--- src/rtl/ddr3_stream_writer.sv ---
// Packs IN_WIDTH words into APP_DATA_WIDTH beats and issues them as write commands to
// the DDR3 controller user interface, addressing a circular region.

module ddr3_sw_lane #(
  parameter int unsigned IN_WIDTH = 32,
  parameter int unsigned LANE     = 0,
  parameter int unsigned KW       = 4
) (
  input  logic                  clk,
  input  logic                  rst_n,
  input  logic                  we,
  input  logic [IN_WIDTH-1:0]   din,
  input  logic [KW-1:0]         fill,
  output logic [IN_WIDTH-1:0]   q,
  output logic [IN_WIDTH/8-1:0] mask
);
  logic [IN_WIDTH-1:0] slot;

  always_ff @(posedge clk or negedge rst_n) begin
    if (!rst_n)  slot <= '0;
    else if (we) slot <= din;
  end

  // Bypass lets the word arriving this cycle join a beat that transfers this cycle.
  assign q    = we ? din : slot;
  assign mask = {(IN_WIDTH/8){KW'(LANE) >= fill}};
endmodule

module ddr3_stream_writer #(
  parameter int unsigned ADDR_WIDTH     = 29,
  parameter int unsigned APP_DATA_WIDTH = 256,
  parameter int unsigned APP_MASK_WIDTH = 32,
  parameter int unsigned IN_WIDTH       = 32,
  parameter int unsigned BASE_ADDR      = 0,
  parameter int unsigned REGION_SIZE    = 1 << 20,
  parameter int unsigned ADDR_STEP      = 8
) (
  input  logic                      clk,
  input  logic                      rst_n,
  input  logic                      init_calib_complete,
  input  logic [IN_WIDTH-1:0]       s_data,
  input  logic                      s_valid,
  output logic                      s_ready,
  input  logic                      flush,
  input  logic                      cmd_ready,
  input  logic                      wr_data_rdy,
  output logic [2:0]                cmd,
  output logic                      cmd_en,
  output logic [ADDR_WIDTH-1:0]     addr,
  output logic [APP_DATA_WIDTH-1:0] wr_data,
  output logic                      wr_data_en,
  output logic                      wr_data_end,
  output logic [APP_MASK_WIDTH-1:0] wr_data_mask,
  output logic [31:0]               beats_written,
  output logic                      busy
);
  localparam int unsigned NUM_LANES = APP_DATA_WIDTH / IN_WIDTH;
  localparam int unsigned KW        = $clog2(NUM_LANES) + 1;
  localparam logic [ADDR_WIDTH:0] STEP_A = (ADDR_WIDTH+1)'(ADDR_STEP);
  localparam logic [ADDR_WIDTH:0] END_A  = (ADDR_WIDTH+1)'(BASE_ADDR + REGION_SIZE);

  logic [KW-1:0] k, ke, k_nxt;
  logic          flush_pend, fp_nxt, fl_eff;
  logic          hold_valid, hv_nxt;
  logic          accept, xfer, issue;
  logic [ADDR_WIDTH:0] addr_inc;
  logic [NUM_LANES-1:0][IN_WIDTH-1:0]   acc_eff;
  logic [NUM_LANES-1:0][IN_WIDTH/8-1:0] msk_eff;

  genvar i;
  generate
    for (i = 0; i < NUM_LANES; i++) begin : g_lane
      ddr3_sw_lane #(.IN_WIDTH(IN_WIDTH), .LANE(i), .KW(KW)) u_lane (
        .clk  (clk),
        .rst_n(rst_n),
        .we   (accept && (k == KW'(i))),
        .din  (s_data),
        .fill (ke),
        .q    (acc_eff[i]),
        .mask (msk_eff[i])
      );
    end
  endgenerate

  assign accept = s_valid & s_ready;
  assign ke     = k + KW'(accept);
  assign fl_eff = flush_pend | flush;
  assign issue  = hold_valid & cmd_ready & wr_data_rdy & init_calib_complete;
  // Transfer evaluates the fill including this cycle's word, so a full beat moves on
  // the cycle its last word arrives and the input never stalls while readies are high.
  assign xfer   = ((ke == KW'(NUM_LANES)) || (fl_eff && (ke != '0))) && (!hold_valid || issue);
  assign k_nxt  = xfer ? '0 : ke;
  assign fp_nxt = !xfer && fl_eff && (ke != '0);
  assign hv_nxt = xfer | (hold_valid & ~issue);

  assign addr_inc    = {1'b0, addr} + STEP_A;
  assign cmd         = 3'b000;
  assign cmd_en      = issue;
  assign wr_data_en  = issue;
  assign wr_data_end = issue;

  always_ff @(posedge clk or negedge rst_n) begin
    if (!rst_n) begin
      k             <= '0;
      flush_pend    <= 1'b0;
      hold_valid    <= 1'b0;
      s_ready       <= 1'b0;
      busy          <= 1'b0;
      addr          <= ADDR_WIDTH'(BASE_ADDR);
      wr_data       <= '0;
      wr_data_mask  <= '1;
      beats_written <= '0;
    end else begin
      k          <= k_nxt;
      flush_pend <= fp_nxt;
      hold_valid <= hv_nxt;
      s_ready    <= init_calib_complete && (k_nxt < KW'(NUM_LANES)) && !fp_nxt;
      busy       <= (k_nxt != '0) || hv_nxt;
      if (xfer) begin
        wr_data      <= acc_eff;
        wr_data_mask <= msk_eff;
      end
      if (issue) begin
        addr          <= (addr_inc == END_A) ? ADDR_WIDTH'(BASE_ADDR) : addr_inc[ADDR_WIDTH-1:0];
        beats_written <= beats_written + 32'd1;
      end
    end
  end
endmodule

--- config.mk ---
export PLATFORM = sky130hd
export DESIGN_NAME = ddr3_stream_writer
export DESIGN_NICKNAME = d
export VERILOG_FILES = /design/src/rtl/ddr3_stream_writer.sv
export SDC_FILE = /design/constraint.sdc
export NUM_CORES = 1
export LEC_CHECK = 0
export CORE_UTILIZATION = 56
export DETAILED_ROUTE_END_ITERATION = 8
export PLACE_DENSITY = 0.82
export REMOVE_ABC_BUFFERS = 1
export SYNTH_ARGS = -nofsm -noshare
export SYNTH_HDL_FRONTEND = slang
export SYNTH_SLANG_ARGS = --single-unit
export TNS_END_PERCENT = 50
--- constraint.sdc ---
create_clock -name clk -period 5.5 [get_ports clk]
set_input_delay 0.825 -clock clk [delete_from_list [all_inputs] [get_ports clk]]
set_output_delay 0.825 -clock clk [all_outputs]
set_load 0.1 [all_outputs]
# After elaboration in Yosys (flattened, before gate mapping)

Index checks and enable logic that the tools add are counted.

Equal/unequal tests: 9
Multiplexer cells: 10
Bitwise operators: 8
$lt $le $gt $ge: 9
Reduce and logical (&&, ||, !) cells: 23
Add/sub/neg operators: 3

Operators with widths:

| operator                | number |
|---|---|
| $mux W32                | 8 |
| $add A32 B1 Y32 const B | 1 |
| $add A29 B4 Y30 const B | 1 |
| $eq A30 B21 Y1 const B  | 1 |
| $mux W29                | 1 |
| $eq A4 B3 Y1 const B    | 4 |
| $ge A3 B4 Y1 const A    | 4 |
| $logic_and A1 B1 Y1     | 14 |
| $eq A4 B2 Y1 const B    | 2 |
| $ge A1 B4 Y1 const A    | 2 |
| $ge A2 B4 Y1 const A    | 2 |
| $reduce_bool A4 Y1      | 2 |
| $and A1 B1 Y1           | 5 |
| $add A4 B1 Y4           | 1 |
| $eq A4 B1 Y1 const B    | 1 |
| $eq A4 B4 Y1 const B    | 1 |
| $logic_not A4 Y1        | 1 |
| $lt A4 B4 Y1 const B    | 1 |
| $mux W4                 | 1 |
| $logic_not A1 Y1        | 3 |
| $logic_or A1 B1 Y1      | 3 |
| $or A1 B1 Y1            | 2 |
| $not A1 Y1              | 1 |

Bits in registers: 610
Word-level logic and storage cells: 79
Bits of input ports: 39
Output and inout bits: 357

# Logic depth before layout (Yosys ltp)

Gate-level depths: netlist of run 1.

Word-level depth: 11
Mapped depth: 13
Depth with buffers taken out: 10

# Modules after synthesis

From an unflattened synthesis of run 1, not the netlist that was laid out.

Cells, all modules: 1,539
Area total of the unflattened synthesis: 26,514.2 um^2

Modules (own cells, without submodules):

| module                              | times used | cells an instance | sequential area each (um^2) | area each (um^2) |
|---|---|---|---|---|
| ddr3_stream_writer                  | 1          | 962               | 8,898.5                     | 15,524.9 |
| ddr3_sw_lane (g_lane[0].u_lane ...) | 2          | 72                | 800.8                       | 1,373.8 |
| ddr3_sw_lane (g_lane[1].u_lane ...) | 2          | 72                | 800.8                       | 1,372.6 |
| ddr3_sw_lane (g_lane[3].u_lane ...) | 2          | 72                | 800.8                       | 1,371.3 |
| ddr3_sw_lane (g_lane[4].u_lane)     | 1          | 73                | 800.8                       | 1,378.8 |
| ddr3_sw_lane (g_lane[2].u_lane)     | 1          | 72                | 800.8                       | 1,375.1 |

# Least setup slack after synthesis of run 1

No wires, ideal clock.

Kind: flip-flop to flip-flop
Start point: reg s_ready
End point: reg wr_data[100]
Buffers on the path: 1
Setup time: 0.125 ns
Setup slack: 2.389 ns
Arrival: 2.985 ns
Period minus slack after synthesis: 3.111 ns
Cell stages (with the launch flop): 11
Data required time: 5.375 ns
Path through: dfrtp_1 -> nand2_1 -> inv_1 -> ha_1 -> ha_1 -> xnor2_1 -> and2_1 -> mux2_4 -> a21oi_4 -> buf_2 -> mux2_2

Cells in the longest elaborated chain, start to end: 6
Elaborated cells on any way between the ends: 9
Those cells by class: add/sub: 1; eq/ne: 1; mux: 1; bitwise: 1; reduce/logical: 5

Ends and longest elaborated chain:

| item                   | line | source |
|---|---|---|
| from (decl)            | 43   | `output logic s_ready,` |
| from (signal assigned) | 117  | `s_ready <= init_calib_complete && (k_nxt < KW'(NUM_LANES)) && !fp_nxt;` |
| $and A1 B1 Y1 (*)      | 85   | `assign accept = s_valid & s_ready;` |
| $add A4 B1 Y4          | 86   | `assign ke = k + KW'(accept);` |
| $reduce_bool A4 Y1     | 91   | `assign xfer = ((ke == KW'(NUM_LANES)) \|\| (fl_eff && (ke != '0))) && (!hold_valid \|\| issue);` |
| $logic_and A1 B1 Y1    | 91   |  |
| $logic_or A1 B1 Y1     | 91   |  |
| $logic_and A1 B1 Y1    | 91   |  |
| to (signal assigned)   | 110  | `wr_data <= '0;` |
| to (signal assigned)   | 120  | `wr_data <= acc_eff;` |
| to (decl)              | 50   | `output logic [APP_DATA_WIDTH-1:0] wr_data,` |

Every way passes the cells marked *; elsewhere a longest branch is shown, timed or not.
A chain may end at the register's enable or synchronous reset.

# Worst setup path in the final report of run 1

Start point: in s_valid
End point: reg wr_data[91]

Cells in the longest elaborated chain, start to end: 6
Elaborated cells on any way between the ends: 9
Those cells by class: add/sub: 1; eq/ne: 1; mux: 1; bitwise: 1; reduce/logical: 5

Ends and longest elaborated chain:

| item                | line | source |
|---|---|---|
| from (decl)         | 42   | `input logic s_valid,` |
| $and A1 B1 Y1 (*)   | 85   |  |
| $add A4 B1 Y4       | 86   |  |
| $reduce_bool A4 Y1  | 91   |  |
| $logic_and A1 B1 Y1 | 91   |  |
| $logic_or A1 B1 Y1  | 91   |  |
| $logic_and A1 B1 Y1 | 91   |  |

Marked as above.

==> results of run 1 <==
==> registers in the layout, summed over array words and instances (netlist names) <==
name / count
beats_written: 32
k: 4
g_lane.u_lane.slot: 256
busy: 1
s_ready: 1
addr: 26
hold_valid: 1
flush_pend: 1
wr_data: 256
wr_data_mask: 8
==> layout make-up <==
class                      count  area, um2  share of cell area
sequential                   586      14700               0.503
clock buffer                  83       1630              0.0560
inverter                      15       56.3             0.00193
multi-input combinational   1263       7720               0.264
tap                          532        666              0.0228
timing repair buffer         417       4200               0.144
clock inverter                22        248             0.00848
==> worst paths after layout <==
check	endpoint	slack, ns	depth (start not counted)
max	wr_data[91]	1.90	13
min	wr_data[57]	0.27	1
max reg2reg	wr_data[91]	2.15	12
min reg2reg	wr_data[251]	0.47	2
max in group asynchronous	wr_data[68]	3.92	2
min in group clk	wr_data[251]	0.47	2
==> cell usage in the layout, fill, tap and decap left out, types with 4 or more instances in the layout <==
| master | Yosys | routed |
|---|---|---|
| dfrtp_1 | 578 | 578 |
| nand2_1 | 442 | 441 |
| clkdlybuf4s50_1 | 0 | 385 |
| nor2_1 | 317 | 316 |
| mux2_2 | 288 | 288 |
| clkbuf_16 | 0 | 57 |
| xnor2_1 | 47 | 47 |
| nand4_1 | 23 | 23 |
| buf_4 | 37 | 23 |
| nand3_1 | 23 | 22 |
| inv_1 | 15 | 15 |
| clkbuf_1 | 14 | 15 |
| nor3_1 | 13 | 13 |
| clkinv_2 | 0 | 13 |
| xor2_1 | 11 | 11 |
| clkbuf_8 | 3 | 11 |
| o21ai_0 | 10 | 10 |
| and3_1 | 10 | 10 |
| buf_12 | 0 | 8 |
| dfstp_2 | 8 | 8 |
| conb_1 | 1 | 6 |
| and2_1 | 5 | 5 |
| nor4_1 | 6 | 5 |
| a31oi_1 | 5 | 5 |
| a21oi_1 | 4 | 4 |
| ha_1 | 4 | 4 |
| bufinv_16 | 0 | 4 |
==> stage by stage <==
stage          hold slack (ns)  utilization  instance area [um2]  worst slack [ns]  setup TNS, ns
3_5_place_dp             0.462        0.671                27300              1.34              0
3_3_place_gp             0.457        0.671                27300              1.49              0
2_1_floorplan            0.468            -                22400             -1.46        -272.60
6_report                 0.266        0.717                29200              1.90              0
5_1_grt                  0.320        0.717                29200              1.73              0
4_1_cts                  0.306        0.717                29200              1.96              0
==> layer usage <==
layer  share of wire  vias up  track usage  wire length, um
met5               0        -            0                0
met4           0.027        0       0.0897             1540
met3           0.058       98       0.0418             3240
met2            0.49      516        0.442            27500
met1            0.43     8083        0.370            23900
li1                -     7141            -                -
==> logic make-up (layout without fill, tap and decap cells) <==
| group | count (synthesis) | count (layout) | share of synthesized area |
|---|---|---|---|
| flip-flops | 586 | 586 | 0.635 |
| other | 1 | 6 | 0.000162 |
| multiplexers | 291 | 291 | 0.142 |
| AND/OR/NAND/NOR | 866 | 866 | 0.154 |
| XOR/XNOR | 58 | 58 | 0.0220 |
| AO/OA/AOI/OAI | 38 | 38 | 0.0118 |
| adder cells (fa/ha/maj) | 4 | 4 | 0.00216 |
| buffers and inverters | 140 | 537 | 0.0338 |
==> critical path: cells and delay by family <==
kind,cells,cell delay (ns)
xor gates and xnor gates,1,0.33
AOI/OAI and AO/OA,1,0.19
muxes,1,0.35
adders and majority gates,2,0.41
and+or+nand+nor,4,0.63
buffers and inverters,4,1.31
==> results.ini, run 1 <==
[sta]
period_share=0.654
maxSlewHeadroom=0.209
min_period_ns=3.60
rsz0062_at_grt=no
worstMarginPinSlew_ns=1.18
worst_clock_skew_ns=0.0174
final-hold-violation-count=0
fmax_mhz=278
setup_viol=0
slew_violations=0

[cells_and_area]
drive_gt1_frac=0.186
fillerInstances=2767
fin_nets=2382
stdcell_count=2918
area_delta_synth_final_pct=26.3
num_antenna_cells=0

[setup_path]
r2r_start=s_ready
arrival_ns=4.15
slowest_stage=buf_12
cp_max_fo=132
start_kind=primary input
crit_chain=clkdlybuf4s50_1 > nand2_1 > inv_1 > ha_1 > ha_1 > xnor2_1 > and2_1 > mux2_4 > a21oi_4 > buf_12 > buf_4 > nor2_1 > nor2_1
worstPathRequired_ns=6.05
cpPeakStageDelay_ns=0.46
crit_start=s_valid
cp-end-kind=register
crit_type=primary input to register

[min_path]
holdCritPathClass=primary input to async pin

[global_routing]
globalRouteTotalUtil=0.269
antenna_found_initial=1
grt_pass1_wl_um=88100
grt_pass1_vias=16000
gr-total-overflow=0
grt_max_degree=153

[logic_synthesis]
synth.avg_cell_area_um2=11.7
ys_async_sr_fraction=1.00
yosysTopAreaCellShare=0.626
synth_most_common_cell=dfrtp_1
synth_ff_type=dfrtp_1
ys_seq_area_frac=0.635
ys_seq_elements=586
synth_commonest_cells=dfrtp_1 (578), nand2_1 (442), nor2_1 (317), mux2_2 (288), buf_2 (63)
netlist_area_mm2=0.0231
synth_area_leader_cell=dfrtp_1
yosysWarningCount=0
synth_edf_count=0
synth_area_leaders=dfrtp_1 (63%), mux2_2 (14%), nand2_1 (7.2%)
syn_inst=1984
yosysUniqueCellTypes=58

[clocking]
cts_setup_buffers=0
cts_made_buffers=56
clk-insertion-delay-late_ns=0.62
post_cts_resized=0
cts_root_buf=clkbuf_16
cts_tree=built
clock_sinks=586
cts_max_level=2
clk_pin_slew_ns=0.06
ctsHoldBuffers=0
cts.path.max_buffers=3

[drt]
via_count=15800
drt-pass1-iter-count=6
wl_per_cell_um=19.2
final_antenna_net_count=0
viasPerCell=5.43
drc_errors=0
finalWirelength_um=56200
drt_iter0_drc=950

[floorplan]
coreArea_mm2=0.0407
placementRows=74
die_h_um=205
pin_count=396
start_util=0.567
die_w_um=205
die_area_mm2=0.0421

[job]
cap_viol_max_count=0

[status]
outcome=completed

[placed_design]
port_buffers=389
dp.cells=2813
dp_hpwl_um=35600
place.gp.congestion=0.880

Power of run 1 is left out: the tool's default activity adds up to more than one toggle a clock period on the data nets, which glitch-free logic cannot reach.
==> run 2, diff against run 1 <==
--- a/config.mk
+++ b/config.mk
@@ -5,9 +5,9 @@
 export SDC_FILE = /design/constraint.sdc
 export NUM_CORES = 1
 export LEC_CHECK = 0
-export CORE_UTILIZATION = 56
+export CORE_UTILIZATION = 48
 export DETAILED_ROUTE_END_ITERATION = 8
-export PLACE_DENSITY = 0.82
+export PLACE_DENSITY = 0.74
 export REMOVE_ABC_BUFFERS = 1
 export SYNTH_ARGS = -nofsm -noshare
 export SYNTH_HDL_FRONTEND = slang
==> constraint.sdc (replaced) <==
create_clock -name clk -period 3.02 [get_ports clk]
set_input_delay 0.453 -clock clk [delete_from_list [all_inputs] [get_ports clk]]
set_output_delay 0.453 -clock clk [all_outputs]
set_load 0.1 [all_outputs]
==> run 2 against run 1 <==
  * Via count grew 0.63%
  * Setup slack lost 1.7 ns
  * Clock skew grew 0.0046 ns
  * Hold slack gained 0.12 ns
  * Cell count grew 5.0%
  * Utilization shrank 10 points
==> results.ini, run 2 (synthesis results as in run 1) <==
[min_path]
holdCritPathClass=primary input to async pin  ; unchanged

[clocking]
cts_root_buf=clkbuf_16  ; unchanged
clock_sinks=586  ; unchanged
clk-insertion-delay-late_ns=0.63  ; was 0.62 ns
clk_pin_slew_ns=0.06  ; about the same
cts_tree=built  ; unchanged
cts_made_buffers=58  ; was 56
cts_max_level=2  ; unchanged
cts.path.max_buffers=3  ; unchanged

[floorplan]
die_h_um=221  ; was 205 um
pin_count=396  ; unchanged
coreArea_mm2=0.0476  ; was 0.0407 mm2
start_util=0.485  ; was 0.567
die_w_um=221  ; was 205 um
die_area_mm2=0.0490  ; was 0.0421 mm2
placementRows=80  ; was 74

[sta]
maxSlewHeadroom=0.509  ; was 0.209
min_period_ns=2.78
slew_violations=0  ; unchanged
fmax_mhz=360
period_share=0.921
rsz0062_at_grt=no  ; unchanged
worst_clock_skew_ns=0.0220  ; was 0.0174 ns
worstMarginPinSlew_ns=0.730  ; was 1.18 ns
hold_slack_ns=0.388  ; was 0.266 ns
final-hold-violation-count=0  ; unchanged
setup_viol=0  ; unchanged

[cells_and_area]
fillerInstances=3750  ; was 2767
multi_input_area_mm2=0.00772  ; unchanged
area_delta_synth_final_pct=26.1  ; was 26.3%
layout_common_cells=dfrtp_1 (578), nand2_1 (441), buf_4 (422)  ; was dfrtp_1 (578), nand2_1 (441), clkdlybuf4s50_1 (385)
final_common_cell=dfrtp_1  ; unchanged
regArea_mm2=0.0147  ; unchanged
fin_nets=2445  ; was 2382
drive_gt1_frac=0.351  ; was 0.186
top_regs=g_lane.u_lane.slot x256, wr_data x256, beats_written x32  ; unchanged

[global_routing]
grt_pass1_wl_um=93700  ; was 88100 um
gr-total-overflow=0  ; unchanged
antenna_found_initial=1  ; unchanged
globalRouteTotalUtil=0.243  ; was 0.269
grt_pass1_vias=16600  ; was 16000
grt_max_degree=98  ; was 153

[setup_path]
slowest_stage=dfrtp_1  ; was buf_12
r2r_start=s_ready  ; unchanged
rr_endpoint=wr_data[47]  ; was wr_data[91]
r2r_setup_slack_ns=0.24  ; was 2.15 ns
cp_max_fo=25  ; was 132
rr_worst_depth=12  ; unchanged
crit_start=s_ready  ; was s_valid
cp-end-kind=register  ; unchanged
path_depth=12  ; was 13
start_kind=register  ; was primary input
cp-endpoint=wr_data[47]  ; was wr_data[91]
crit_type=register to register  ; was primary input to register
worstPathRequired_ns=3.54  ; was 6.05 ns
path_delay_family=buffers and inverters  ; unchanged
cpPeakStageDelay_ns=0.42  ; was 0.46 ns
critPathMostFrequentCell=nor2_1
crit_chain=nand2_1 > inv_1 > ha_1 > ha_1 > nor2_1 > and2_1 > mux2_4 > a21oi_4 > buf_4 > buf_4 > nor2_1 > nor2_1  ; was clkdlybuf4s50_1 > nand2_1 > inv_1 > ha_1 > ha_1 > xnor2_1 > and2_1 > mux2_4 > a21oi_4 > buf_12 > buf_4 > nor2_1 > nor2_1
arrival_ns=3.30  ; was 4.15 ns
path_buf_inv=3  ; was 4

[drt]
finalWirelength_um=58800  ; was 56200 um
wl_per_cell_um=19.2  ; about the same
drc_errors=0  ; unchanged
viasPerCell=5.20  ; was 5.43
final_antenna_net_count=0  ; unchanged
drt_iter0_drc=1119  ; was 950
drt-pass1-iter-count=5  ; was 6
via_count=15900  ; was 15800

[placed_design]
port_buffers=389  ; unchanged
place.gp.congestion=0.871  ; was 0.880
dp_hpwl_um=39800  ; was 35600 um

[job]
cap_viol_max_count=0  ; unchanged

[status]
outcome=completed  ; unchanged

==> run 2: changes by cell type in the layout (fill, tap and decap cells not counted), sizes merged <==
cell / before / now
bufinv: 4 / 8
buf: 32 / 440
clkbuf: 83 / 78
diode: 0 / 1
dlygate4sd3: 0 / 1
clkdlybuf4s50: 385 / 37
clkinv: 13 / 17
clkinvlp: 3 / 2
==> run 2: layout make-up <==
cell class | count | share of cell area
Sequential cell | 586 | 0.503
Inverter | 15 | 0.00193
Timing Repair Buffer | 478 | 0.134
Clock buffer | 78 | 0.0565
Antenna cell | 1 | 0.0000858
Clock inverter | 29 | 0.0130
Multi-Input combinational cell | 1263 | 0.265
Tap cell | 615 | 0.0264
==> run 2: per-layer routing <==
layer,routed length [um],up-vias,track usage
met5,0,-,0
met2,28900,436,0.404
met1,25400,8115,0.326
met3,2650,110,0.0360
li1,-,7276,-
met4,1800,0,0.0865
==> run 2: how the worst min path moves through the flow <==
| stage | from | endpoint | slack, ns |
|---|---|---|---|
| final | rst_n | g_lane[1].u_lane.slot[11] | 0.39 |
| after global routing | rst_n | g_lane[1].u_lane.slot[11] | 0.42 |
| after CTS | rst_n | g_lane[1].u_lane.slot[11] | 0.38 |
| after detailed placement | rst_n | g_lane[1].u_lane.slot[11] | 0.43 |
| after global placement | rst_n | g_lane[1].u_lane.slot[11] | 0.43 |
| after floorplan | rst_n | addr[10] | 0.16 |
==> run 2: what timing repair did <==
action                                 4_1_cts  5_1_grt
setup buffers                                0        0
endpoints found under the hold margin       47        0
hold buffers                                 1        0
gates resized for setup                      0        0
==> run 2: through the flow <==
stage | util | TNS (ns) | setup slack, ns | cell area (um2) | instances
final | 0.612 | 0 | 0.239 | 29200 | 3065
after global routing | 0.612 | 0 | 0.0496 | 29200 | 3065
after CTS | 0.612 | 0 | 0.231 | 29200 | 3064
after detailed placement | 0.569 | -33.81 | -0.245 | 27100 | 2956
after global placement | 0.569 | -20.23 | -0.191 | 27100 | 2956
after floorplan | - | -1139.05 | -3.94 | 22400 | 1864
Power of run 2 is left out for the same reason.
==> run 3, diff against run 2 <==
--- a/config.mk
+++ b/config.mk
@@ -5,6 +5,7 @@
 export SDC_FILE = /design/constraint.sdc
 export NUM_CORES = 1
 export LEC_CHECK = 0
+export ABC_AREA = 1
 export CORE_UTILIZATION = 48
 export DETAILED_ROUTE_END_ITERATION = 8
 export PLACE_DENSITY = 0.74
==> run 3 against run 2 <==
  * The flow now finishes with violations (DRC)
  * Via count up 13%
  * Clock skew down 0.0096 ns
  * First-iteration DRC count up 30%
  * Die area is 1.2% lower
  * Register-to-register slack improved by 0.40 ns
  * Critical path depth fell by 8
  * Flip-flop and latch count unchanged
  * Routed wire length is 3.7% higher
  * Final area down 1.1%
  * Setup slack gained 0.26 ns
  * Critical endpoint is now wr_data_end
  * Largest cell class unchanged
==> results.ini, run 3 <==
[drt]
wl_per_cell_um=17.2  ; was 19.2 um
finalWirelength_um=61000  ; was 58800 um
drt-pass1-iter-count=7  ; was 5
viasPerCell=5.10  ; was 5.20
final_antenna_net_count=0  ; unchanged
via_count=18100  ; was 15900
drc_errors=17  ; was 0
drt_iter0_drc=1457  ; was 1119

[status]
violations=DRC
outcome=complete, but fails checks  ; was completed

[cells_and_area]
fillerInstances=3847  ; was 3750
stdcell_count=3543  ; was 3065
layout_common_cells=nand2_1 (1230), dfrtp_1 (578), buf_4 (381)  ; was dfrtp_1 (578), nand2_1 (441), buf_4 (422)
area_delta_synth_final_pct=26.3  ; was 26.1%
top_regs=g_lane.u_lane.slot x256, wr_data x256, beats_written x32  ; unchanged
multi_input_area_mm2=0.00719  ; was 0.00772 mm2
fin_nets=2932  ; was 2445
num_antenna_cells=0  ; was 1
drive_gt1_frac=0.182  ; was 0.351
regArea_mm2=0.0147  ; unchanged
final_common_cell=nand2_1  ; was dfrtp_1
final_area_mm2=0.0288  ; was 0.0292 mm2

[clocking]
clock_sinks=586  ; unchanged
cts_max_level=2  ; unchanged
post_cts_resized=0  ; unchanged
cts_tree=built  ; unchanged
cts_made_buffers=59  ; was 58
cts_root_buf=clkbuf_16  ; unchanged
clk_pin_slew_ns=0.06  ; about the same
clk-insertion-delay-late_ns=0.62  ; was 0.63 ns
cts.path.max_buffers=3  ; unchanged

[logic_synthesis]
yosysUniqueCellTypes=29  ; was 58
ys_async_sr_fraction=1.00  ; unchanged
yosysTopAreaCellShare=0.634  ; was 0.626
ys_seq_area_frac=0.643  ; was 0.635
synth_ff_type=dfrtp_1  ; unchanged
synth_commonest_cells=nand2_1 (1230), dfrtp_1 (578), o21ai_0 (279), inv_1 (90), nor2_1 (70)  ; was dfrtp_1 (578), nand2_1 (442), nor2_1 (317), mux2_2 (288), buf_2 (63)
synth.avg_cell_area_um2=9.06  ; was 11.7 um2
synth_edf_count=0  ; unchanged
netlist_area_mm2=0.0228  ; was 0.0231 mm2
synth_area_leaders=dfrtp_1 (63%), nand2_1 (20%), o21ai_0 (6.1%)  ; was dfrtp_1 (63%), mux2_2 (14%), nand2_1 (7.2%)
synth_area_leader_cell=dfrtp_1  ; unchanged
syn_inst=2519  ; was 1984
synth_most_common_cell=nand2_1  ; was dfrtp_1
ys_seq_elements=586  ; unchanged
yosysWarningCount=0  ; unchanged

[placed_design]
place.gp.congestion=0.884  ; was 0.871
dp.cells=3434  ; was 2956
place_area_mm2=0.0268  ; was 0.0271 mm2
pre_cts_ws_ns=0.128  ; was -0.245 ns
dp_hpwl_um=39400  ; was 39800 um
port_buffers=389  ; unchanged

[floorplan]
start_util=0.488  ; was 0.485
die_w_um=220  ; was 221 um
die_area_mm2=0.0484  ; was 0.0490 mm2
coreArea_mm2=0.0468  ; was 0.0476 mm2
pin_count=396  ; unchanged
placementRows=79  ; was 80
die_h_um=220  ; was 221 um

[sta]
worst_clock_skew_ns=0.0124  ; was 0.0220 ns
rsz0062_at_grt=no  ; unchanged
min_period_ns=2.52  ; was 2.78 ns
setup_viol=0  ; unchanged
worstMarginPinSlew_ns=0.827  ; was 0.730 ns
slew_violations=0  ; unchanged
period_share=0.836  ; was 0.921
fin_ws_ns=0.496  ; was 0.239 ns
fmax_mhz=396  ; was 360 MHz
final-hold-violation-count=0  ; unchanged
maxSlewHeadroom=0.449  ; was 0.509

[setup_path]
rr_endpoint=wr_data[12]  ; was wr_data[47]
crit_type=register to primary output  ; was register to register
cp-end-kind=primary output  ; was register
r2r_setup_slack_ns=0.64  ; was 0.24 ns
rr_worst_depth=13  ; was 12
r2r_start=s_ready  ; unchanged
start_kind=register  ; unchanged
worstPathRequired_ns=2.57  ; was 3.54 ns
cp_max_fo=34  ; was 25
arrival_ns=2.07  ; was 3.30 ns

[global_routing]
grt_pass1_vias=17700  ; was 16600
gr-total-overflow=0  ; unchanged
antenna_found_initial=0  ; was 1
globalRouteTotalUtil=0.254  ; was 0.243
grt_max_degree=87  ; was 98
grt_pass1_wl_um=96100  ; was 93700 um

[min_path]
holdCritPathClass=primary input to async pin  ; unchanged

[job]
cap_viol_max_count=0  ; unchanged

-- run 3: cell count changes after synthesis, sizes merged, moves of 23 or more --
cell | previous run | this run
mux2 | 289 | 0
inv | 15 | 94
nor2 | 318 | 73
buf | 107 | 84
nand2 | 442 | 1230
o21ai | 11 | 280
clkbuf | 17 | 59
xnor2 | 47 | 15
-- run 3: repair_timing --
item | 4_1_cts | 5_1_grt
hold buffers | 1 | 0
setup buffers | 0 | 0
endpoints found under the hold margin | 67 | 0
-- run 3: cell type report --
type                            instances  share of cell area
Clock inverter                         23              0.0110
Timing Repair Buffer                  447               0.132
Inverter                               94              0.0125
Tap cell                              607              0.0263
Sequential cell                       586               0.509
Multi-Input combinational cell       1701               0.249
Clock buffer                           85              0.0605
-- run 3: through the flow --
stage          utilization   TNS, ns  hold slack, ns
3_5_place_dp         0.573         0           0.466
4_1_cts              0.617         0           0.476
3_3_place_gp         0.573         0           0.463
2_1_floorplan            -  -3160.73           0.157
6_report             0.617         0           0.471
5_1_grt              0.617         0           0.500
-- run 3: critical path, cell delays in order (launching register included) --
cell and delay, ns:
dfrtp_1 0.39, nand2_1 0.08, nor2_2 0.32, buf_4 0.43, buf_12 0.23
-- run 3: cell families after synthesis --
kind of cell	Yosys count	share of synthesized area
simple gates	1371	0.231
flops	586	0.643
compound gates	286	0.0632
buf+inv	237	0.0475
xor+xnor	34	0.0130
fa+ha+maj	4	0.00219
other cells	1	0.000164
-- run 3: how the worst max path moves through the flow --
stage                              startpoint          endpoint  slack (ns)  cells after the start
final                              hold_valid       wr_data_end        0.50                      4
after global routing               hold_valid        wr_data_en        0.39                      4
after CTS                          hold_valid       wr_data_end        0.48                      4
after detailed placement              s_valid       wr_data[12]        0.13                     14
after global placement                s_valid      wr_data[172]        0.20                     14
after floorplan           init_calib_complete  wr_data_mask[23]      -11.36                      9
-- run 3: routing by layer --
layer	track usage	wire length, um	up-vias
li1	-	-	8553
met1	0.350	26300	8838
met2	0.402	28900	570
met3	0.0385	3640	113
met4	0.105	2210	0
met5	0	0	-
Power of run 3 is left out for the same reason.
